### src/rtl/alu_feeder_pkg.sv
// rtl/alu_feeder_pkg.sv - shared types and widths for the ALU command feeder
package alu_feeder_pkg;

  localparam int CHOICE_W = 3;
  localparam int CMD_W    = 5;

  typedef enum logic [1:0] {
    ST_IDLE,
    ST_DRIVE,
    ST_HOLD
  } state_t;

  // Command word layout as stored in the FIFO: {a, b, choice}
  typedef struct packed {
    logic                a;
    logic                b;
    logic [CHOICE_W-1:0] choice;
  } cmd_t;

endpackage

### src/rtl/alu_cmd_fifo.sv
// rtl/alu_cmd_fifo.sv - synchronous command FIFO, power-of-two depth
module alu_cmd_fifo
  import alu_feeder_pkg::*;
#(
  parameter int DEPTH = 4
) (
  input  logic             clk,
  input  logic             rst,
  input  logic             push,
  input  logic [CMD_W-1:0] push_data,
  input  logic             pop,
  output logic [CMD_W-1:0] pop_data,
  output logic             full,
  output logic             empty
);

  localparam int AW    = $clog2(DEPTH);
  localparam int CNT_W = AW + 1;

  logic [CMD_W-1:0] r_mem [DEPTH];
  logic [AW-1:0]    r_wr_ptr;
  logic [AW-1:0]    r_rd_ptr;
  logic [CNT_W-1:0] r_count;
  logic             w_do_push;
  logic             w_do_pop;

  assign full      = (r_count == CNT_W'(DEPTH));
  assign empty     = (r_count == '0);
  assign pop_data  = r_mem[r_rd_ptr];
  assign w_do_push = push && !full;
  assign w_do_pop  = pop && !empty;

  // Storage array; contents need no reset because occupancy gates every read
  always_ff @(posedge clk) begin
    if (w_do_push) begin
      r_mem[r_wr_ptr] <= push_data;
    end
  end

  // Pointers wrap naturally since DEPTH is a power of two; push+pop keeps count
  always_ff @(posedge clk) begin
    if (rst) begin
      r_wr_ptr <= '0;
      r_rd_ptr <= '0;
      r_count  <= '0;
    end else begin
      if (w_do_push) begin
        r_wr_ptr <= r_wr_ptr + AW'(1);
      end
      if (w_do_pop) begin
        r_rd_ptr <= r_rd_ptr + AW'(1);
      end
      case ({w_do_push, w_do_pop})
        2'b10:   r_count <= r_count + CNT_W'(1);
        2'b01:   r_count <= r_count - CNT_W'(1);
        default: r_count <= r_count;
      endcase
    end
  end

endmodule

### src/rtl/alu_cmd_feeder.sv
// rtl/alu_cmd_feeder.sv - buffers ALU commands and sequences them to an external ALU
module alu_cmd_feeder
  import alu_feeder_pkg::*;
#(
  parameter int DEPTH = 4,
  parameter int SEQW  = 8
) (
  input  logic                clk,
  input  logic                rst,
  input  logic                in_valid,
  output logic                in_ready,
  input  logic                in_a,
  input  logic                in_b,
  input  logic [CHOICE_W-1:0] in_choice,
  output logic                alu_a,
  output logic                alu_b,
  output logic [CHOICE_W-1:0] alu_choice,
  input  logic                alu_out,
  output logic                res_valid,
  input  logic                res_ready,
  output logic                res_out,
  output logic [CHOICE_W-1:0] res_choice,
  output logic [SEQW-1:0]     res_tag
);

  logic             w_full;
  logic             w_empty;
  logic             w_push;
  logic             w_pop;
  logic [CMD_W-1:0] w_head_word;
  cmd_t             w_head;

  state_t              r_state;
  logic                r_alu_a;
  logic                r_alu_b;
  logic [CHOICE_W-1:0] r_alu_choice;
  logic                r_res_valid;
  logic                r_res_out;
  logic [CHOICE_W-1:0] r_res_choice;
  logic [SEQW-1:0]     r_res_tag;
  logic [SEQW-1:0]     r_issue;

  // in_ready looks only at the registered full flag, never at a same-cycle pop
  assign in_ready    = !w_full;
  assign w_push      = in_valid && !w_full;
  assign w_pop       = !w_empty && ((r_state == ST_IDLE) || ((r_state == ST_HOLD) && res_ready));
  assign w_head      = cmd_t'(w_head_word);

  assign alu_a      = r_alu_a;
  assign alu_b      = r_alu_b;
  assign alu_choice = r_alu_choice;
  assign res_valid  = r_res_valid;
  assign res_out    = r_res_out;
  assign res_choice = r_res_choice;
  assign res_tag    = r_res_tag;

  alu_cmd_fifo #(
    .DEPTH(DEPTH)
  ) u_fifo (
    .clk      (clk),
    .rst      (rst),
    .push     (w_push),
    .push_data({in_a, in_b, in_choice}),
    .pop      (w_pop),
    .pop_data (w_head_word),
    .full     (w_full),
    .empty    (w_empty)
  );

  // Issue FSM: IDLE pops a command, DRIVE lets the ALU settle and captures, HOLD waits for the consumer
  always_ff @(posedge clk) begin
    if (rst) begin
      r_state      <= ST_IDLE;
      r_alu_a      <= 1'b0;
      r_alu_b      <= 1'b0;
      r_alu_choice <= '0;
      r_res_valid  <= 1'b0;
      r_res_out    <= 1'b0;
      r_res_choice <= '0;
      r_res_tag    <= '0;
      r_issue      <= '0;
    end else begin
      case (r_state)
        ST_IDLE: begin
          if (w_pop) begin
            r_alu_a      <= w_head.a;
            r_alu_b      <= w_head.b;
            r_alu_choice <= w_head.choice;
            r_state      <= ST_DRIVE;
          end
        end
        ST_DRIVE: begin
          r_res_out    <= alu_out;
          r_res_choice <= r_alu_choice;
          r_res_tag    <= r_issue;
          r_res_valid  <= 1'b1;
          r_issue      <= r_issue + SEQW'(1);
          r_state      <= ST_HOLD;
        end
        ST_HOLD: begin
          if (res_ready) begin
            r_res_valid <= 1'b0;
            if (w_pop) begin
              r_alu_a      <= w_head.a;
              r_alu_b      <= w_head.b;
              r_alu_choice <= w_head.choice;
              r_state      <= ST_DRIVE;
            end else begin
              r_state <= ST_IDLE;
            end
          end
        end
        default: r_state <= ST_IDLE;
      endcase
    end
  end

endmodule

### config.mk
export PLATFORM = sky130hd
export DESIGN_NAME = alu_cmd_feeder
export DESIGN_NICKNAME = d
export VERILOG_FILES = /design/src/rtl/alu_feeder_pkg.sv /design/src/rtl/alu_cmd_fifo.sv /design/src/rtl/alu_cmd_feeder.sv
export SDC_FILE = /design/constraint.sdc
export NUM_CORES = 1
export LEC_CHECK = 0
export ABC_AREA = 1
export BUFFER_PORTS_ARGS = -buffer_cell sky130_fd_sc_hd__buf_2
export CORE_UTILIZATION = 56
export CTS_CLUSTER_SIZE = 40
export DETAILED_ROUTE_END_ITERATION = 12
export PLACE_DENSITY = 0.86
export SLEW_MARGIN = 30
export SYNTH_ARGS = -nofsm -noshare
export SYNTH_HDL_FRONTEND = slang
export SYNTH_SLANG_ARGS = --single-unit
### constraint.sdc
create_clock -name clk -period 2.2 [get_ports clk]
set_clock_uncertainty 0.2 [all_clocks]
set_input_delay 0.11 -clock clk [delete_from_list [all_inputs] [get_ports clk]]
set_output_delay 0.11 -clock clk [all_outputs]
set_load 0.02 [all_outputs]
**After elaboration in Yosys (flattened, before gate mapping)**

Memories as Yosys holds them, arrays and structs flattened. A register that Yosys moved wholly into a read port is not among the register bits.
Cells that the tools add are included.

- Register bits: 35
- Memory bits (writable): 20
- Bits of input ports: 10
- Output and inout port bits: 19
- Logic and storage cells: 61
- Memories kept: 1

Memory list:

| memory | depth | width | rd ports | clocked after memory_dff | wr ports | RTL line | source |
|---|---|---|---|---|---|---|---|
| u_fifo.r_mem | 4 | 5 | 1 | 1 | 1 | alu_cmd_fifo.sv:20 | `logic [CMD_W-1:0] r_mem [DEPTH];` |

- Add/subtract/negate cells: 5
- Equal/unequal tests: 7
- Multiplexer cells: 20
- Reductions and logical operators: 16

Operator list:

| cell | number |
|---|---|
| 3-bit case mux with 2 select lines | 2 |
| 8-bit by 1-bit adder with 8-bit output, second input constant | 1 |
| 1-bit 2-to-1 mux | 8 |
| 2-bit 2-to-1 mux | 4 |
| 3-bit 2-to-1 mux | 2 |
| 1-bit case mux with 2 select lines | 3 |
| 2-bit case mux with 3 select lines | 1 |
| 2-bit AND reduction | 3 |
| 2-bit nonzero test | 3 |
| 1-bit logical AND | 5 |
| 2-bit by 1-bit adder with 2-bit output, second input constant | 2 |
| 2-bit by 1-bit equality test with 1-bit output, second input constant | 2 |
| 2-bit equality test, second input constant | 2 |
| 3-bit by 1-bit adder with 3-bit output, second input constant | 1 |
| 3-bit equality test, second input constant | 1 |
| 3-bit zero test | 1 |
| 3-bit by 1-bit subtractor with 3-bit output, second input constant | 1 |
| 1-bit zero test | 2 |
| 2-bit zero test | 1 |
| 2-bit by 1-bit != test with 1-bit output, second input constant | 1 |
| 2-bit != test, second input constant | 1 |
| 1-bit logical OR | 1 |

**Depth between registers and ports, before layout**

Gate-level depths: netlist of the first run.

- Depth in word-level cells: 7
- Gate-level depth with buffers: 11

**Cells and area by module**

From an unflattened synthesis of the first run, not the netlist that was laid out.

- Cell total of the unflattened synthesis: 260
- Area, all modules: 2327.2 µm²

Modules (own cells, without submodules):

| module | instances | cells each | area each (µm²) | seq. area each (µm²) |
|---|---|---|---|---|
| alu_cmd_fifo | 1 | 118 | 1236.2 | 780.7 |
| alu_cmd_feeder | 1 | 142 | 1091.0 | 560.5 |

**Worst setup path before layout of the first run**

Ideal clock, no wire load.

- Kind: reg2reg
- Start: register u_fifo.r_count[0]
- End: register u_fifo.r_count[2]
- Setup time: 0.119 ns
- Arrival: 1.716 ns
- Data required time: 1.881 ns
- Path slack: 0.165 ns
- Stages on the path, launching flop included: 10
- Clock period less this slack: 2.035 ns
- Path through: dfxtp_1 inv_1 nand3_1 nand2_2 ha_1 fa_1 nand2_1 nand2_1 o21ai_0 a21oi_1

- Cells in the longest elaborated chain, start to end: 6
- Elaborated cells between the ends (all ways): 14
- Classes of those cells: add/sub: 2; eq/ne: 3; mux: 1; reduce/logical: 8

Ends and longest elaborated chain:

| what | RTL line | source |
|---|---|---|
| start: declaration | alu_cmd_fifo.sv:23 | `logic [CNT_W-1:0] r_count;` |
| start signal: assignment | alu_cmd_fifo.sv:54 | `2'b10: r_count <= r_count + CNT_W'(1);` |
| start signal: assignment | alu_cmd_fifo.sv:55 | `2'b01: r_count <= r_count - CNT_W'(1);` |
| start signal: assignment | alu_cmd_fifo.sv:56 | `default: r_count <= r_count;` |
| 3-bit equality test * | alu_cmd_fifo.sv:27 | `assign full = (r_count == CNT_W'(DEPTH));` |
| 1-bit zero test * | n/a |  |
| named net in_ready | alu_cmd_feeder.sv:11 | `output logic in_ready,` |
| 1-bit logical AND | alu_cmd_feeder.sv:45 | `assign w_push = in_valid && !w_full;` |
| 1-bit logical AND * | alu_cmd_fifo.sv:30 | `assign w_do_push = push && !full;` |
| 2-bit by 1-bit equality test with 1-bit output or 2-bit equality test (tied branches) | alu_cmd_fifo.sv:53 | `case ({w_do_push, w_do_pop})` |
| 3-bit case mux with 2 select lines or 2-bit nonzero test (tied branches) | n/a |  |

Mark *: on every way through the listed nets, which the timed path passes. The rest lies on a longest branch.
A chain may end at the register's enable or synchronous reset.

**Worst setup path in the final report of the first run**

- Start: register u_fifo.r_count[1]
- End: register u_fifo.r_count[2]

- Cells in the longest elaborated chain, start to end: 6
- Elaborated cells between the ends (all ways): 14
- Classes of those cells: add/sub: 2; eq/ne: 3; mux: 1; reduce/logical: 8

Ends and longest elaborated chain:

| what | RTL line |
|---|---|
| 3-bit equality test or 3-bit zero test (tied branches) | alu_cmd_fifo.sv:27, alu_cmd_fifo.sv:28 |
| 1-bit zero test (on tied branches) | n/a |
| 1-bit logical AND (on tied branches) | alu_cmd_feeder.sv:45, alu_cmd_feeder.sv:46 |
| 1-bit logical AND (on tied branches) | alu_cmd_fifo.sv:30, alu_cmd_fifo.sv:31 |
| 2-bit by 1-bit equality test with 1-bit output or 2-bit equality test (tied branches) | alu_cmd_fifo.sv:53 |
| 3-bit case mux with 2 select lines or 2-bit nonzero test (tied branches) | n/a |

Parallel ways exist; a longest one is shown, timed or not.

==> results of run 1 <==
## Yosys cell counts, drive strengths merged
cell     n  area share
nor2    67        0.11
dfxtp   37        0.32
o21ai   34       0.076
inv     25       0.041
nand2   24       0.041
edfxtp  20        0.26
a21oi   16       0.034
nand3    9       0.028
buf      6       0.021
ha       6       0.032
nor3     3       0.011
xor2     2      0.0075
clkinv   1      0.0021
fa       1      0.0086
nand4    1      0.0027
o31ai    1      0.0032
## what timing repair did
action                                  CTS  global route
gates resized for setup                   0             5
hold buffers                              9             0
endpoints found under the setup margin    0             2
setup buffers                             0             3
endpoints found under the hold margin    32             0
## layout make-up
cell class | count | area [µm²]
well taps | 50 | 62.6
clock inverters | 4 | 45.0
clock buffers | 12 | 188
inverters | 26 | 101
flip-flops and latches | 57 | 1340
repair buffers | 40 | 253
fillers | 282 | 1150
multi-input cells | 164 | 855
## worst register-to-register path, delay by kind of cell (launching register included)
kind            cells  cell delay (ps)
compound gates      2              220
flops               1              340
fa+ha+maj           2              580
buf+inv             2              210
simple gates        5              390
## metrics by stage
step | total power [mW] | setup WS [ps]
2_1_floorplan | 2.36 | 165
3_5_place_dp | 2.64 | 140
6_report | 3.85 | 190
5_1_grt | 4.08 | -5.29
4_1_cts | 3.77 | 120
3_3_place_gp | 2.57 | 274
## sequential cells by signal, indices dropped and copies added, names as in the netlist, named ones only
| signal | flops |
|---|---|
| r_state | 2 |
| alu_b | 1 |
| res_choice | 3 |
| res_out | 1 |
| r_issue | 8 |
| res_tag | 8 |
| res_valid | 1 |
| alu_a | 1 |
| u_fifo.r_mem | 20 |
| u_fifo.r_rd_ptr | 2 |
| alu_choice | 3 |
| u_fifo.r_count | 3 |
| u_fifo.r_wr_ptr | 2 |
## metal layers
metal,GRT usage,share of wire
met5,0,0
met2,0.385,0.50
met1,0.276,0.40
met4,0.138,0.035
met3,0.101,0.064
## where the power goes
group	internal, mW	leakage [nW]	total (mW)	switching (mW)
sequential	1.33	0.487	1.51	0.178
combinational	0.440	0.613	1.25	0.809
clock	0.685	0.122	1.10	0.412
total	2.46	1.22	3.85	1.40
## worst paths after layout
check | from | to | cells after the start
worst min register to register | res_tag[1]$_SDFFE_PP0P_ | res_tag[1]$_SDFFE_PP0P_ | 2
worst max register to register | u_fifo.r_count[1]$_SDFFE_PP0P_ | u_fifo.r_count[2]$_SDFFE_PP0P_ | 11
worst max-delay path | u_fifo.r_count[1]$_SDFFE_PP0P_ | u_fifo.r_count[2]$_SDFFE_PP0P_ | 11
worst min-delay path | res_tag[1]$_SDFFE_PP0P_ | res_tag[1]$_SDFFE_PP0P_ | 2
## logic make-up after synthesis
kind of cell,count (synthesis),share of synthesized area
simple gates,104,0.197
flops,57,0.576
compound gates,51,0.114
buf+inv,32,0.0645
fa+ha+maj,7,0.0408
xor+xnor,2,0.00752
==> results.rst, run 1 <==
.. list-table::
   :header-rows: 1

   * - Metric
     - Value
   * - Status
     - finished, final reports clean
   * - Reported leakage power
     - 1.22 nW
   * - Number of cells after detailed placement
     - 325
   * - Worst rel slew slack
     - 0.615
   * - Global-route wire length before repair
     - 7.43 mm
   * - Initial standard-cell utilization of the core
     - 0.582
   * - Commonest non-fill, non-tap cells in the layout
     - 65 x sky130_fd_sc_hd__nor2_1, 37 x sky130_fd_sc_hd__dfxtp_1, 31 x sky130_fd_sc_hd__o21ai_0
   * - Top fanout value on the critical path
     - 4
   * - Vias in the first global route
     - 1,671
   * - Final number of hold-violating endpoints
     - 0
   * - Port Buf Inserts
     - 28
   * - Required time at the worst-slack endpoint
     - 2270 ps
   * - Remaining antenna violation count after routing
     - 0
   * - Synthesized flop and latch total
     - 57
   * - Vias per std cell
     - 5.28
   * - Clock sinks
     - 57
   * - Gp weighted congestion
     - 0.794
   * - Overall via count from detail_route
     - 1,863
   * - Post-layout net count
     - 315
   * - Number of cells in the finished layout apart from fillers
     - 353
   * - Slowest cell delay on critical path
     - 380 ps
   * - Worst slew pin tran
     - 576 ps
   * - Cell area after layout
     - 0.00285 mm²
   * - Clock latency on the worst-skew pair
     - 340 ps
   * - Final max-slew violation count
     - 0
   * - Startpoint type of the worst setup path
     - flip-flop
   * - Type of the worst min-delay path
     - flip-flop to flip-flop
   * - Largest buffer count on any clock path
     - 2
   * - Setup Viol. Count Final
     - 0
   * - Remaining global-route overflow
     - 0
   * - Pwr Density
     - 1350 mW/mm²
   * - CTS Root Buffer Type
     - sky130_fd_sc_hd__clkbuf_8
   * - Largest net degree at the start of global routing
     - 28
   * - Signal arrival time at the worst endpoint
     - 2080 ps
   * - TNS Setup
     - 0 ps
   * - Total I/O pin count
     - 29
   * - WL final
     - 4.85 mm
   * - Iteration-0 DRC Markers
     - 129
   * - Average cell area after synthesis
     - 9.20 µm²
   * - Number of CTS-inserted buffers
     - 9
   * - Fraction of the yosys area taken by sequential cells
     - 0.576
   * - Clock-pin slew on the worst setup and hold paths
     - 60 ps
   * - Number of maximum-capacitance violations
     - 0
   * - Worst path buffer plus inverter count
     - 2
   * - Fraction of layout cells with a size suffix above 1
     - 0.218
   * - Register-to-register setup slack
     - 190 ps
   * - Yosys synthesis warning count
     - 0
   * - Area of the core region
     - 0.00400 mm²
   * - Post-detailed-placement half-perimeter wirelength
     - 2.98 mm
   * - Combined global-route utilization of all metal layers
     - 0.243
   * - Number of placement rows
     - 23
   * - Drt first pass iters
     - 5
   * - CTS H-tree depth
     - 3
   * - Post-route worst hold slack
     - 265 ps
   * - Achievable frequency
     - 0.498 GHz
   * - Largest delay contributor family on the critical path
     - adder cells
   * - Cell mode on critical path
     - sky130_fd_sc_hd__nor2_1
   * - Floorplan die height
     - 66.5 µm
   * - Cells along the critical path
     - inv_1 > nand3_2 > inv_2 > nor2_4 > ha_2 > fa_1 > nor2_1 > nor2_1 > nand2_1 > o21ai_0 > a21oi_1
   * - Element type at the critical path end
     - flip-flop
   * - Peak supply drop
     - 844 µV
   * - Average routed wire per standard cell
     - 13.7 µm
   * - Critical path start-end classification
     - flip-flop to flip-flop
   * - Horizontal die dimension
     - 66.5 µm
   * - Final critical-path required period
     - 2010 ps
   * - Number of library cell types mapped by synthesis
     - 27
   * - Antenna Diode Count
     - 0
   * - Mapped cell area
     - 0.00233 mm²
   * - Final Cycle Share
     - 0.914
   * - Commonest non-fill, non-tap cell in the layout
     - sky130_fd_sc_hd__nor2_1
   * - Number of instances in the synthesized netlist
     - 253
   * - Total cell area at the placement stage
     - 0.00248 mm²
   * - Area of the die
     - 0.00442 mm²
   * - Relative area change from synthesis to final layout
     - 22.2%
   * - Remaining design rule violation count
     - 0
   * - Cell at the slowest stage of the critical path
     - sky130_fd_sc_hd__fa_1
   * - TritonCTS clock tree
     - yes
   * - Number of antenna violations at the first check in global routing
     - 0
   * - Utilization after layout
     - 0.711
   * - Post-Synthesis Net Count
     - 270
(Power assumes the default switching activity.)
==> inputs of run 2 (changes only) <==
- CTS_CLUSTER_DIAMETER: unset -> 40
- MAX_ROUTING_LAYER: unset -> met4
- PLACE_DENSITY: 0.86 -> 0.76
==> run 2 against run 1 <==
Net effect: core utilization down 2.1 points; register-to-register slack worse by 20 ps; clock-buffer cell count down 1; via count is 4.4% lower; critical endpoint is now u_fifo.r_count[1]$_SDFFE_PP0P_; highest routed layer unchanged.
==> results.rst, run 2 (synthesis results as in run 1) <==
.. list-table::
   :header-rows: 1

   * - Metric
     - Value
   * - Gp weighted congestion
     - 0.777 (-2.1%)
   * - Vias per std cell
     - 5.07 (-3.9%)
   * - Signal arrival time at the worst endpoint
     - 2040 ps (-40 ps)
   * - Floorplan die height
     - 66.5 µm (unchanged)
   * - Pwr Density
     - 1280 mW/mm² (-5.6%)
   * - Global-route wire length before repair
     - 7.03 mm (-5.4%)
   * - CTS Root Buffer Type
     - sky130_fd_sc_hd__clkbuf_8
   * - Final number of hold-violating endpoints
     - 0 (unchanged)
   * - Combined global-route utilization of all metal layers
     - 0.226 (-0.0169)
   * - Overall via count from detail_route
     - 1,781 (-4.4%)
   * - Average routed wire per standard cell
     - 12.3 µm (-10%)
   * - Post-Place Setup Slack
     - 189 ps (+49.2 ps)
   * - Antenna Diode Count
     - 0 (unchanged)
   * - Relative area change from synthesis to final layout
     - 18.6%
   * - Cell area after layout
     - 0.00276 mm² (-2.9%)
   * - Clock-pin slew on the worst setup and hold paths
     - 60 ps (about the same)
   * - Clock latency on the worst-skew pair
     - 320 ps (-20 ps)
   * - TritonCTS clock tree
     - yes
   * - Largest Register
     - u_fifo.r_mem
   * - Clock sinks
     - 57 (unchanged)
   * - Final critical-path required period
     - 2030 ps (+15.4 ps)
   * - Status
     - finished, final reports clean
   * - Commonest non-fill, non-tap cell in the layout
     - sky130_fd_sc_hd__nor2_1
   * - Fraction of layout cells with a size suffix above 1
     - 0.189 (-0.0285)
   * - Post-layout net count
     - 313 (-0.63%)
   * - Area of the core region
     - 0.00400 mm² (unchanged)
   * - Number of placement rows
     - 23 (unchanged)
   * - Total I/O pin count
     - 29 (unchanged)
   * - Unrepaired setup endpoints after global routing
     - false
   * - Number of antenna violations at the first check in global routing
     - 0 (unchanged)
   * - Port Buf Inserts
     - 28 (unchanged)
   * - Element type at the critical path end
     - flip-flop
   * - Remaining antenna violation count after routing
     - 0 (unchanged)
   * - Drt first pass iters
     - 5 (unchanged)
   * - Worst rel slew slack
     - 0.635 (+0.0204)
   * - Total cell area at the placement stage
     - 0.00249 mm² (+0.30%)
   * - Setup Viol. Count Final
     - 0 (unchanged)
   * - Remaining global-route overflow
     - 0 (unchanged)
   * - Reported leakage power
     - 1.18 nW (-3.8%)
   * - Largest buffer count on any clock path
     - 2 (unchanged)
   * - Remaining design rule violation count
     - 0 (unchanged)
   * - CTS H-tree depth
     - 3 (unchanged)
   * - Final Cycle Share
     - 0.921 (+0.00700)
   * - Number of CTS-inserted buffers
     - 9 (unchanged)
   * - Number of flip-flops under the largest register name
     - 20 (unchanged)
   * - Type of the worst min-delay path
     - flip-flop to flip-flop
   * - Iteration-0 DRC Markers
     - 97 (-25%)
   * - Commonest non-fill, non-tap cells in the layout
     - 65 x sky130_fd_sc_hd__nor2_1, 36 x sky130_fd_sc_hd__dfxtp_1, 31 x sky130_fd_sc_hd__o21ai_0
   * - TNS Setup
     - 0 ps (unchanged)
   * - Peak supply drop
     - 659 µV (-22%)
   * - Number of maximum-capacitance violations
     - 0 (unchanged)
   * - Horizontal die dimension
     - 66.5 µm (unchanged)
   * - Required time at the worst-slack endpoint
     - 2210 ps (-60 ps)
   * - WL final
     - 4.33 mm (-11%)
   * - Utilization after layout
     - 0.690 (-0.0210)
   * - Startpoint type of the worst setup path
     - flip-flop
   * - Initial standard-cell utilization of the core
     - 0.582 (unchanged)
   * - Beginning of the worst register-to-register path
     - u_fifo.r_count[1]$_SDFFE_PP0P_
   * - Vias in the first global route
     - 1,650 (-1.3%)
   * - Largest net degree at the start of global routing
     - 28 (unchanged)
   * - Top fanout value on the critical path
     - 8 (+4)
   * - Area of the die
     - 0.00442 mm² (unchanged)
   * - Worst slew pin tran
     - 545 ps (-30.5 ps)
   * - Final WS setup
     - 175 ps (-15.4 ps)
   * - Final max-slew violation count
     - 0 (unchanged)
   * - Achievable frequency
     - 0.494 GHz (-0.76%)
   * - Crit. Startpoint
     - u_fifo.r_count[1]$_SDFFE_PP0P_
   * - Critical path start-end classification
     - flip-flop to flip-flop
   * - Startpoint of the worst hold path
     - res_tag[1]$_SDFFE_PP0P_
   * - Post-detailed-placement half-perimeter wirelength
     - 2.86 mm (-4.2%)
==> run 2: final timing paths <==
| kind | depth (start not counted) | end | slack [ps] |
|---|---|---|---|
| worst max-delay path | 8 | u_fifo.r_count[1]$_SDFFE_PP0P_ | 170 |
| worst min register to register | 2 | res_tag[1]$_SDFFE_PP0P_ | 260 |
| worst min-delay path | 2 | res_tag[1]$_SDFFE_PP0P_ | 260 |
| worst max register to register | 8 | u_fifo.r_count[1]$_SDFFE_PP0P_ | 170 |
==> run 2: final cells by class <==
| class | count | area [µm²] |
|---|---|---|
| inverters | 26 | 101 |
| multi-input cells | 164 | 840 |
| clock inverters | 5 | 46.3 |
| repair buffers | 38 | 238 |
| well taps | 50 | 62.6 |
| clock buffers | 11 | 131 |
| fillers | 304 | 1240 |
| flip-flops and latches | 57 | 1340 |
==> run 2: report_power, final <==
part | switching [mW] | leakage (nW) | internal [mW] | total, mW
Combinational | 0.774 | 0.599 | 0.395 | 1.17
Clock | 0.370 | 0.0898 | 0.510 | 0.880
Sequential | 0.149 | 0.487 | 1.33 | 1.48
Total | 1.29 | 1.18 | 2.24 | 3.53
==> run 2: routing by layer <==
layer,up-vias,share of wire,GRT usage,wire [µm]
li1,914,-,-,-
met1,799,0.45,0.270,1960
met2,61,0.47,0.351,2050
met3,7,0.062,0.0736,269
met4,0,0.012,0.101,54
met5,-,0,-,0
==> run 2: repair_timing <==
item	CTS	global route
buffers inserted	0	0
gates resized for setup	0	2
setup endpoints to repair	0	1
endpoints found under the hold margin	32	0
hold buffers	9	0
==> run 2: through the flow <==
step | cells | power, mW | hold slack [ps]
2_1_floorplan | 253 | 2.36 | 8.87
3_3_place_gp | 326 | 2.59 | 127
3_5_place_dp | 326 | 2.63 | 127
4_1_cts | 351 | 3.53 | 264
5_1_grt | 351 | 3.79 | 288
6_report | 351 | 3.53 | 265
==> run 2: worst max-delay path, cell delays in order (launching register included) <==
cell	delay, ps
sky130_fd_sc_hd__dfxtp_1	370
sky130_fd_sc_hd__inv_1	80
sky130_fd_sc_hd__nand3_1	120
sky130_fd_sc_hd__inv_1	80
sky130_fd_sc_hd__nor2_4	180
sky130_fd_sc_hd__ha_2	250
sky130_fd_sc_hd__fa_1	410
sky130_fd_sc_hd__o21ai_0	160
sky130_fd_sc_hd__a21oi_1	60
